[src/rtl/mouse_cursor_overlay_pkg.sv]
// Shared VGA timing and cursor constants, used by the sync generator and the
// cursor overlay alike, plus the coordinate clamp helper.
//   VGA_H_RES / VGA_V_RES : visible pixels per line / lines per frame
//   VGA_CUR_W / VGA_CUR_H : cursor bitmap width / height
//   VGA_CURSOR_RGB        : colour painted on cursor pixels
//   VGA_RGB_BLACK         : colour driven outside the visible area
package mouse_cursor_overlay_pkg;

  localparam int         VGA_H_RES      = 640;
  localparam int         VGA_V_RES      = 480;
  localparam int         VGA_CUR_W      = 8;
  localparam int         VGA_CUR_H      = 11;
  localparam logic [7:0] VGA_CURSOR_RGB = 8'hFF;
  localparam logic [7:0] VGA_RGB_BLACK  = 8'h00;

  // Saturate a mouse coordinate at the last visible column/row.
  function automatic logic [9:0] clamp_pos(input logic [9:0] v, input logic [9:0] lim);
    return (v > lim) ? lim : v;
  endfunction

endpackage

[src/rtl/mouse_cursor_overlay_pos.sv]
// Cursor position holder. New mouse coordinates are clamped into a pending
// register; the active position used for drawing only moves on frame_start so
// a frame is never painted from two different positions.
//   clk, rst_n            : pixel clock, async active-low reset
//   frame_start           : start-of-vblank pulse, commits pending -> active
//   mouse_x/mouse_y       : raw coordinates from the mouse decoder
//   mouse_valid           : strobe qualifying mouse_x/mouse_y
//   act_x/act_y           : position used by the drawing pipeline
module mouse_cursor_overlay_pos
  import mouse_cursor_overlay_pkg::*;
#(
  parameter int H_RES = VGA_H_RES,
  parameter int V_RES = VGA_V_RES
) (
  input  logic       clk,
  input  logic       rst_n,
  input  logic       frame_start,
  input  logic [9:0] mouse_x,
  input  logic [9:0] mouse_y,
  input  logic       mouse_valid,
  output logic [9:0] act_x,
  output logic [9:0] act_y
);

  logic [9:0] pend_x;
  logic [9:0] pend_y;
  logic [9:0] new_x;
  logic [9:0] new_y;

  assign new_x = clamp_pos(mouse_x, 10'(H_RES - 1));
  assign new_y = clamp_pos(mouse_y, 10'(V_RES - 1));

  // Pending/active position registers; a coincident strobe bypasses pending.
  always_ff @(posedge clk or negedge rst_n) begin
    if (!rst_n) begin
      pend_x <= 10'd0;
      pend_y <= 10'd0;
      act_x  <= 10'd0;
      act_y  <= 10'd0;
    end else begin
      if (mouse_valid) begin
        pend_x <= new_x;
        pend_y <= new_y;
      end
      if (frame_start) begin
        act_x <= mouse_valid ? new_x : pend_x;
        act_y <= mouse_valid ? new_y : pend_y;
      end
    end
  end

endmodule

[src/rtl/mouse_cursor_overlay.sv]
// Two-stage mouse cursor overlay on a VGA pixel stream. Stage 1 forms the
// pixel offset from the cursor origin and addresses the external bitmap ROM
// (mouse_painter, owned by the parent); stage 2 picks cursor or background.
//   clk, rst_n              : pixel clock, async active-low reset
//   pixel_x/pixel_y         : scan position from the sync generator
//   video_on, frame_start   : visible-area flag, start-of-vblank pulse
//   mouse_x/y, mouse_valid  : new cursor position and its strobe
//   cursor_en               : show the cursor
//   bg_rgb                  : background colour aligned with pixel_x/y
//   line_number / line_code : ROM row address out / row bits back in
//   rgb_out, cursor_hit     : final colour (2-cycle latency), cursor flag
module mouse_cursor_overlay
  import mouse_cursor_overlay_pkg::*;
#(
  parameter int         H_RES      = VGA_H_RES,
  parameter int         V_RES      = VGA_V_RES,
  parameter logic [7:0] CURSOR_RGB = VGA_CURSOR_RGB,
  parameter int         CUR_W      = VGA_CUR_W,
  parameter int         CUR_H      = VGA_CUR_H
) (
  input  logic       clk,
  input  logic       rst_n,
  input  logic [9:0] pixel_x,
  input  logic [9:0] pixel_y,
  input  logic       video_on,
  input  logic       frame_start,
  input  logic [9:0] mouse_x,
  input  logic [9:0] mouse_y,
  input  logic       mouse_valid,
  input  logic       cursor_en,
  input  logic [7:0] bg_rgb,
  output logic [4:0] line_number,
  input  logic [7:0] line_code,
  output logic [7:0] rgb_out,
  output logic       cursor_hit
);

  logic [9:0]  act_x;
  logic [9:0]  act_y;
  logic [10:0] dx;
  logic [10:0] dy;
  logic        in_box;

  // Stage-1 registers. Only the offset bits that address the bitmap are kept;
  // the sign/range test has already been folded into s1_in_box.
  logic [2:0]  s1_dx;
  logic [4:0]  s1_dy;
  logic        s1_in_box;
  logic [7:0]  s1_bg;
  logic        s1_video_on;
  logic        s1_cursor_en;
  logic        hit;

  mouse_cursor_overlay_pos #(
    .H_RES(H_RES),
    .V_RES(V_RES)
  ) u_pos (
    .clk        (clk),
    .rst_n      (rst_n),
    .frame_start(frame_start),
    .mouse_x    (mouse_x),
    .mouse_y    (mouse_y),
    .mouse_valid(mouse_valid),
    .act_x      (act_x),
    .act_y      (act_y)
  );

  // Zero-extended subtraction: bit 10 set means the pixel is left of / above
  // the cursor, so negative offsets never alias into the box.
  assign dx     = {1'b0, pixel_x} - {1'b0, act_x};
  assign dy     = {1'b0, pixel_y} - {1'b0, act_y};
  assign in_box = !dx[10] && (dx < 11'(CUR_W)) && !dy[10] && (dy < 11'(CUR_H));

  // Stage 1: offset, box test and the video attributes travelling with them.
  always_ff @(posedge clk or negedge rst_n) begin
    if (!rst_n) begin
      s1_dx        <= 3'd0;
      s1_dy        <= 5'd0;
      s1_in_box    <= 1'b0;
      s1_bg        <= 8'h00;
      s1_video_on  <= 1'b0;
      s1_cursor_en <= 1'b0;
    end else begin
      s1_dx        <= dx[2:0];
      s1_dy        <= dy[4:0];
      s1_in_box    <= in_box;
      s1_bg        <= bg_rgb;
      s1_video_on  <= video_on;
      s1_cursor_en <= cursor_en;
    end
  end

  // ROM row is parked at 0 outside the box so the ROM address is quiet.
  assign line_number = s1_in_box ? s1_dy : 5'd0;
  assign hit         = s1_in_box & s1_video_on & s1_cursor_en & line_code[s1_dx];

  // Stage 2: final colour select, registered together with the hit flag.
  always_ff @(posedge clk or negedge rst_n) begin
    if (!rst_n) begin
      rgb_out    <= VGA_RGB_BLACK;
      cursor_hit <= 1'b0;
    end else begin
      cursor_hit <= hit;
      rgb_out    <= hit ? CURSOR_RGB : (s1_video_on ? s1_bg : VGA_RGB_BLACK);
    end
  end

endmodule

[config.mk]
export PLATFORM = sky130hd
export DESIGN_NAME = mouse_cursor_overlay
export DESIGN_NICKNAME = d
export VERILOG_FILES = /design/src/rtl/mouse_cursor_overlay_pkg.sv /design/src/rtl/mouse_cursor_overlay_pos.sv /design/src/rtl/mouse_cursor_overlay.sv
export SDC_FILE = /design/constraint.sdc
export NUM_CORES = 1
export LEC_CHECK = 0
export BUFFER_PORTS_ARGS = -buffer_cell sky130_fd_sc_hd__buf_4
export CORE_ASPECT_RATIO = 0.5
export CORE_MARGIN = 2
export CORE_UTILIZATION = 24
export CTS_BUF_LIST = sky130_fd_sc_hd__clkbuf_8 sky130_fd_sc_hd__clkbuf_16
export CTS_CLUSTER_DIAMETER = 30
export DETAILED_ROUTE_END_ITERATION = 10
export PLACE_DENSITY = 0.46
export SLEW_MARGIN = 20
export SYNTH_ARGS = -nofsm -noshare
export SYNTH_HDL_FRONTEND = slang
export SYNTH_SLANG_ARGS = --single-unit
[constraint.sdc]
create_clock -name clk -period 7.5 [get_ports clk]
set_input_delay 0 -clock clk [delete_from_list [all_inputs] [get_ports clk]]
set_output_delay 0 -clock clk [all_outputs]
set_load 0.05 [all_outputs]
* Word level (Yosys, flattened, before mapping)
Index checks and enable logic that the tools add are counted.
** Storage, ports and cells
- Input bits :: 62
- Memory bits (read-only) :: 0
- Bits in latches :: 0
- Memories kept :: 0
- Word-level logic and storage cells :: 36
- Register bits after elaboration :: 68
- RAM bits :: 0
- Output and inout bits :: 14
** Operators by class
- Order comparisons :: 5
- Reductions and logical operators :: 5
- Add/sub/neg operators :: 2
- Bitwise gates (word level) :: 3
- Divide/modulo/power cells :: 0
- Multiplexer cells :: 9
- Eq/ne operators :: 0
- Multipliers :: 0
- Shift operators :: 0
** Operator list (count)
- $mux W10 :: 4
- $lt A11 B4 Y1 const B :: 2
- $sub A10 B10 Y11 :: 2
- $mux W8 :: 2
- $gt A10 B10 Y1 const B :: 1
- $gt A10 B9 Y1 const B :: 1
- $mux W5 :: 1
- $lt A3 B4 Y1 const B :: 1
- $and A1 B1 Y1 :: 3
- $bmux W1 S3 :: 1
- $logic_and A1 B1 Y1 :: 3
- $logic_not A1 Y1 :: 2
- $mux W1 :: 1

* Logic depth before layout (Yosys ltp)
Gate-level depths: netlist (run 1).
- Word-level depth :: 5
- Depth in mapped cells :: 10
- Gate-level depth less buffers :: 10

* Cells and area by module
A second synthesis (run 1) with hierarchy kept.
** Unflattened totals
- Cells, all modules :: 305
- Area total of the unflattened synthesis :: 3394.5 µm²
** By module, submodules not included
- mouse_cursor_overlay :: sequential area each 700.7 µm², area each 1868.0 µm², cells each 191, instances 1
- mouse_cursor_overlay_pos :: sequential area each 1001.0 µm², area each 1526.5 µm², cells each 114, instances 1

* Worst setup path before layout (run 1)
OpenSTA, ideal clock, no wires.
- Path type :: reg-to-reg
- From :: register u_pos.act_x[0]
- To :: register s1_in_box
- Clock period less this slack :: 2.419 ns
- Setup time :: 0.096 ns
- Slack :: 5.081 ns
- Data arrival time :: 2.324 ns
- Cell stages (with the launch flop) :: 10
- Buffers on the path :: 0
- Cell sequence :: dfrtp_1 > ha_1 > fa_1 > nand2b_1 > a21oi_2 > nand2_1 > a311o_1 > a31o_1 > a211o_1 > nor4_2
** Between the ends
- Word-level cells in the longest chain between the ends :: 5
- Elaborated cells between the ends (all ways) :: 6
- Classes of those cells :: add/sub: 1; order compare: 1; reduce/logical: 4
** Ends and longest elaborated chain
- from (decl) :: line mouse_cursor_overlay_pos.sv:21 : output logic [9:0] act_x,
- from (signal assigned) :: line mouse_cursor_overlay_pos.sv:46 : act_x <= mouse_valid ? new_x : pend_x;
- $sub A10 B10 Y11 * :: line mouse_cursor_overlay.sv:70 : assign dx = {1'b0, pixel_x} - {1'b0, act_x};
- $lt A11 B4 Y1 / $logic_not A1 Y1 (equally long branches) :: line mouse_cursor_overlay.sv:72 : assign in_box = !dx[10] && (dx < 11'(CUR_W)) && !dy[10] && (dy < 11'(CUR_H));
- $logic_and A1 B1 Y1 * (3 in a row) :: line mouse_cursor_overlay.sv:72
- via in_box :: line mouse_cursor_overlay.sv:42 : logic in_box;
- to (signal assigned) :: line mouse_cursor_overlay.sv:86 : s1_in_box <= in_box;
- to (decl) :: line mouse_cursor_overlay.sv:48 : logic s1_in_box;
Mark *: on every way through the listed nets, which the timed path passes. The rest lies on a longest branch.
A chain may end at the register's enable or synchronous reset.

* Worst setup path in the final report (run 1)
Same ends and word-level chain as after synthesis.

==> impl_results.md, run 1 <==
* Worst Hold Endpoint: u_pos.pend_y[7]$_DFF_PN0_
* Gate Count Post-Synth at 334
* Peak supply drop at 0.107 mV
* Post-synth EDFFs at 0
* Final slew viol count at 0
* Die Footprint at 15000 um^2
* Worst R2R Setup Slack at 4.86 ns
* Design Power at 1.03 mW
* First-pass GRT wire length at 13800 um
* # fillers at 1419
* Max FO, Critical Path at 3
* Placed inst area at 4110 um^2
* Most used DFF post-synth: dfrtp_1
* Drt total wl at 8720 um
* Clk pin slew, worst setup/hold paths at 0.05 ns
* Root Driver: clkbuf_16
* Yosys top cell by area: dfrtp_1
* Pre-antenna DRT Iters at 4
* DP Cell Count at 592
* Routed wire per std cell at 13.7 um
* Cts repair resizes at 0
* Vias per cell at 4.23
* Yosys reg bits at 68
* Area growth, synth to finish at 39.4%
* Post-Syn Area at 3340 um^2
* Initial Util at 24.6%
* Iter 0 DRT Violations at 173
* Outcome: complete, no violations
* Pin count of the biggest net entering global routing at 69
* Cell Rows at 30
* Clock skew at 0.00507 ns
* Tmin final at 2.64 ns
* CP Capture Type: flop
* Initial antenna violation count at 0
* CORE AREA at 13600 um^2
* Vias in the first global route at 2658
* Synth warn at 0
* Setup violations, final at 0
* Final core occ at 34.3%
* Design Area, Final at 4660 um^2
* Post-DP HPWL at 6200 um
* Routability Congestion at 0.816
* Fmax at 379 MHz
* Async set-reset flop share out of synthesis at 100%
* Antenna viol nets, final at 0
* Die Y at 87.5 um
* Syn_area_per_cell at 10.0 um^2
* R2r endpoint: s1_in_box$_DFF_PN0_
* Period utilization at 35.2%
* Syn nets at 418
* CTS tree: yes
* Least-Margin Pin Slew at 0.896 ns
* Number of buffers added on ports at 75
* Critical R2R Launch: u_pos.act_x[0]$_DFFE_PN0P_
* Final hold vios at 0
* Layout cell share with drive strength beyond 1 at 21.9%
* # Post-CTS Setup Buffers at 0
* H-tree Lvls at 3
* DIE WIDTH at 171 um
* Setup TNS at 0 ns
* Num CTS Buffers at 9
* Worst Path Required at 7.73 ns
* Top area cells in the synthesized netlist: dfrtp_1, ha_1, o21ai_0
* Worst min path class: in2reg
* Leak at 2.20 nW
* Sequential share of the synthesized area at 50.9%
* Max-Cap Viols at 0
* Clock latency on the worst-skew pair at 0.33 ns
* Post-CTS Hold Fix Bufs at 28
* Worst slew margin at 40.3%
* WS Path Type: reg2reg
* Nets@finish at 523
* # IOs at 76
* Number of remaining DRC errors at 0
* Ant diodes at 0
* R2r worst-path depth at 9
* CTS Buffer Depth at 2
* Total track usage at 12.3%
* Seq. cell area at 1700 um^2
* Post-synth top area share at 50.9%
* Gr ovfl total at 0
* Multi-input gate area at 1470 um^2
* CTS Sinks at 68
* CP Launch Type: flop
* RSZ-0062 raised after global routing: false
* Arrival @ worst endpoint at 2.87 ns
* Fin cells at 635
* WHS Path Cells at 3
* Worst hold start: mouse_y[7]
* Power Density at 222 nW/um^2
* Synth unique cells at 44
* DR vias at 2688
how the worst max path moves through the flow:
stage                          startpoint             endpoint  slack, ns  depth (start not counted)
2_1_floorplan  u_pos.act_x[0]$_DFFE_PN0P_  s1_in_box$_DFF_PN0_       5.08                          9
3_3_place_gp   u_pos.act_x[0]$_DFFE_PN0P_  s1_in_box$_DFF_PN0_       4.96                          9
3_5_place_dp   u_pos.act_x[0]$_DFFE_PN0P_  s1_in_box$_DFF_PN0_       4.92                          9
4_1_cts        u_pos.act_x[0]$_DFFE_PN0P_  s1_in_box$_DFF_PN0_       4.89                          9
5_1_grt        u_pos.act_x[0]$_DFFE_PN0P_  s1_in_box$_DFF_PN0_       4.75                          9
6_report       u_pos.act_x[0]$_DFFE_PN0P_  s1_in_box$_DFF_PN0_       4.86                          9
flip-flops by register name (all words and copies together) (netlist names):
register,flops
u_pos.act_y,10
s1_in_box,1
s1_dy,5
u_pos.act_x,10
cursor_hit,1
u_pos.pend_x,10
s1_cursor_en,1
s1_dx,3
rgb_out,8
s1_video_on,1
s1_bg,8
u_pos.pend_y,10
Yosys cell counts, drive strengths merged (3+ instances only):
cell,instances
nor4,4
o21a,3
nor2,28
inv,37
nand3b,3
dfrtp,68
nand2,29
nor3,3
a21oi,21
a21o,11
o21ai,36
nor2b,3
o22a,12
o22ai,3
nand3,3
ha,20
mux2,4
and2,5
nand2b,6
clkbuf,8
xnor2,3
worst max-delay path, stage by stage (launching register included):
cell	delay (ns)
dfrtp_1	0.38
ha_1	0.23
fa_1	0.41
nand2b_1	0.18
a21oi_2	0.20
nand2_1	0.09
a311o_1	0.37
a31o_1	0.19
a211o_1	0.30
nor4_2	0.20
cell families (layout without fill, tap and decap cells):
family                     Yosys count  after routing  share of synthesized area, %
AOI/OAI and AO/OA                   98             98                          18.6
and+or+nand+nor                     90             90                          12.9
buffers and inverters               46            155                          5.20
muxes                                7              7                          2.99
xor gates and xnor gates             3              3                         0.786
adders and majority gates           22             22                          8.68
DFF                                 68             68                          50.9
per-stage QoR:
stage / setup slack, ns / hold WS, ns
6_report: 4.86 / 0.0145
5_1_grt: 4.75 / 0.0345
4_1_cts: 4.89 / 0.0142
3_5_place_dp: 4.92 / 0.111
3_3_place_gp: 4.96 / 0.111
2_1_floorplan: 5.08 / -0.296
routing by layer:
layer / up-vias / track usage [%] / routed length [um]
met5: - / 0 / 0
met3: 6 / 3.27 / 373
li1: 1363 / - / -
met2: 47 / 17.6 / 3670
met1: 1272 / 17.9 / 4590
met4: 0 / 3.93 / 83
layout make-up:
cell class / instances / area share [%]
Clock buffer: 11 / 5.42
Inverter: 37 / 2.98
Timing Repair Buffer: 103 / 18.1
Tap cell: 192 / 5.15
Multi-Input combinational cell: 220 / 31.5
Clock inverter: 4 / 0.376
Sequential cell: 68 / 36.5
placed cells by master (no fill, tap or decap), drive strengths merged, types with 2 or more instances in the layout:
cell type,synthesis,routed
a21oi,21,21
o21ai,36,36
and2,5,5
nand2,29,29
o22ai,3,3
inv,37,39
buf,1,75
o21a,3,3
xnor2,3,3
nand3b,3,3
mux4,2,2
nor2,28,28
nor2b,3,3
a21o,11,11
nand2b,6,6
nor3,3,3
clkbuf,8,11
o22a,12,12
nand3,3,3
dfrtp,68,68
ha,20,20
nand4b,2,2
mux2,4,4
nor4,4,4
dlygate4sd3,0,28
o211ai,2,2
fa,2,2
clkinv,0,2
power by group:
group          switching [mW]  internal [mW]  total [mW]
clock                   0.148          0.236       0.384
combinational           0.127          0.108       0.235
sequential             0.0126          0.403       0.416
(Power assumes the default switching activity.)
==> inputs of run 2 (changes only) <==
clock period = 2.55 ns   (was 7.5 ns; I/O delays follow)
==> run 2 against run 1 <==
Effect of this change:
- power rose to 3.1 times the previous value
- sequential share of layout area shrank 0.57 points
- first-iteration DRC count grew 16%
- count of clock-buffer cells in the layout fell by 1
- global-route usage rose by 0.34 points
- cell area up 1.6%
- non-clock buffer count grew 2
- clock skew shrank 0.0011 ns
- setup slack got worse by 4.7 ns
- core utilization is 0.54 points higher
- critical path type unchanged
==> impl_results.md, run 2 (same netlist as run 1, synthesis figures left out) <==
* CTS Buffer Depth at 2 (unchanged)
* DR vias at 2709 (+0.78%)
* Vias in the first global route at 2775 (+4.4%)
* Number of buffers added on ports at 75 (unchanged)
* Max-Cap Viols at 0 (unchanged)
* Period utilization at 95.1% (+60 points)
* Multi-input gate area at 1490 um^2 (+1.6%)
* Antenna viol nets, final at 0 (unchanged)
* Worst min path class: in2reg
* Pin count of the biggest net entering global routing at 69 (unchanged)
* Ant diodes at 0 (unchanged)
* Final hold vios at 0 (unchanged)
* Total track usage at 12.6% (+0.34 points)
* Die Y at 87.5 um (unchanged)
* CP Capture Type: flop
* Dpl ws at 0.00816 ns (-4.91 ns)
* Seq. cell area at 1700 um^2 (unchanged)
* # IOs at 76 (unchanged)
* # fillers at 1382 (-2.6%)
* Clk pin slew, worst setup/hold paths at 0.06 ns (about the same)
* Setup WS post-layout at 0.124 ns (-4.74 ns)
* Final slew viol count at 0 (unchanged)
* Die Footprint at 15000 um^2 (unchanged)
* Outcome: complete, no violations
* Root Driver: clkbuf_16
* Leak at 2.22 nW (+0.58%)
* Layout cell share with drive strength beyond 1 at 23.5% (+1.6 points)
* Area growth, synth to finish at 41.6%
* DIE WIDTH at 171 um (unchanged)
* Post-DP HPWL at 6310 um (+1.8%)
* Most frequent cells in the layout: buf_4, dfrtp_1, inv_1, o21ai_0
* Worst slew margin at 40.7% (+0.44 points)
* Tmin final at 2.43 ns (-0.213 ns)
* Nets@finish at 525 (+0.38%)
* Most common cell after layout, fill and taps aside: buf_4
* Buf/Inv on CP at 0 (unchanged)
* CORE AREA at 13600 um^2 (unchanged)
* Worst Path Required at 2.78 ns (-4.95 ns)
* Number of remaining DRC errors at 0 (unchanged)
* Cell Rows at 30 (unchanged)
* Routability Congestion at 0.848 (+3.9%)
* WS Path Type: reg2reg
* Least-Margin Pin Slew at 0.889 ns (-0.00664 ns)
* CTS Sinks at 68 (unchanged)
* Pre-antenna DRT Iters at 4 (unchanged)
* Iter 0 DRT Violations at 201 (+16%)
* Max FO, Critical Path at 4 (+1)
* CTS tree: yes
* Routed wire per std cell at 13.9 um (+1.4%)
* Arrival @ worst endpoint at 2.66 ns (-0.21 ns)
* Gr ovfl total at 0 (unchanged)
* Peak supply drop at 0.306 mV (+190%)
* Vias per cell at 4.25 (+0.31%)
* Clock latency on the worst-skew pair at 0.33 ns (about the same)
* H-tree Lvls at 3 (unchanged)
* Setup violations, final at 0 (unchanged)
* Clock skew at 0.00394 ns (-0.00113 ns)
* Initial Util at 24.6% (unchanged)
* Power Density at 674 nW/um^2 (+200%)
* Crit-path cells: ha_1, fa_1, nand2b_1, a21oi_2, o311ai_1, o21ai_1, nand4b_1, a211o_1, nor4_2
* CP Launch Type: flop
* Fmax at 412 MHz (+8.8%)
* Setup TNS at 0 ns (unchanged)
* Drt total wl at 8880 um (+1.9%)
* Initial antenna violation count at 0 (unchanged)
* Worst path top cell family by delay: compound AO/OA/AOI/OAI gates
* RSZ-0062 raised after global routing: false
* Worst path slowest cell: fa_1
* Num CTS Buffers at 9 (unchanged)
* First-pass GRT wire length at 14300 um (+3.5%)
* Worst path max stage delay at 0.40 ns (about the same)
run 2: metrics by stage:
| stage | area [um^2] | utilization (%) | hold WS, ns | power [mW] | cells |
|---|---|---|---|---|---|
| global route | 4740 | 34.9 | 0.0279 | 3.37 | 638 |
| floorplan | 3340 | - | -0.296 | 1.67 | 334 |
| CTS | 4720 | 34.7 | 0.000608 | 3.23 | 638 |
| finish | 4740 | 34.9 | 0.00500 | 3.19 | 638 |
| detailed placement | 4120 | 30.3 | 0.112 | 1.91 | 593 |
| global placement | 4120 | 30.3 | 0.111 | 1.91 | 593 |
run 2: area by class of cell:
class,instances,share of cell area (%)
timing repair buffer,105,18.2
sequential,68,35.9
clock buffer,10,5.04
tap,192,5.07
clock inverter,6,1.35
inverter,37,2.93
multi-input combinational,220,31.5
run 2: where the power goes:
group,switching [mW],internal [mW]
Sequential,0.0357,1.18
Combinational,0.383,0.330
Clock,0.476,0.781
Total,0.895,2.30
run 2: worst paths after layout:
path	slack (ns)	to	cells past startpoint	start
setup / recovery	0.12	s1_in_box$_DFF_PN0_	9	u_pos.act_y[0]$_DFFE_PN0P_
hold / removal	0.005	u_pos.pend_y[6]$_DFF_PN0_	3	mouse_y[6]
setup reg to reg	0.12	s1_in_box$_DFF_PN0_	9	u_pos.act_y[0]$_DFFE_PN0P_
hold reg to reg	0.44	rgb_out[6]$_DFF_PN0_	1	s1_bg[6]$_DFF_PN0_
max in group asynchronous	1.64	s1_video_on$_DFF_PN0_	2	rst_n
min in group asynchronous	0.33	s1_dy[4]$_DFF_PN0_	2	rst_n
run 2: layer usage:
| metal | vias to the layer above | share of wire (%) | GRT usage (%) |
|---|---|---|---|
| li1 | 1374 | - | - |
| met3 | 15 | 4.4 | 2.95 |
| met4 | 0 | 1.5 | 4.47 |
| met2 | 52 | 44 | 19.1 |
| met1 | 1268 | 51 | 17.7 |
| met5 | - | 0 | 0 |
run 2: worst reg2reg max path, stage by stage (launching register included):
cell	delay, ns
dfrtp_1	0.38
ha_1	0.21
fa_1	0.40
nand2b_1	0.20
a21oi_2	0.22
o311ai_1	0.13
o21ai_1	0.16
nand4b_1	0.11
a211o_1	0.29
nor4_2	0.23
run 2: repair_timing:
item | CTS | global route
cloned | 0 | 0
endpoints found under the setup margin | 1 | 1
resized for setup | 2 | 5
pin swaps | 0 | 4
hold buffers | 29 | 0
hold endpoints to repair | 95 | 0
setup buffers | 0 | 0
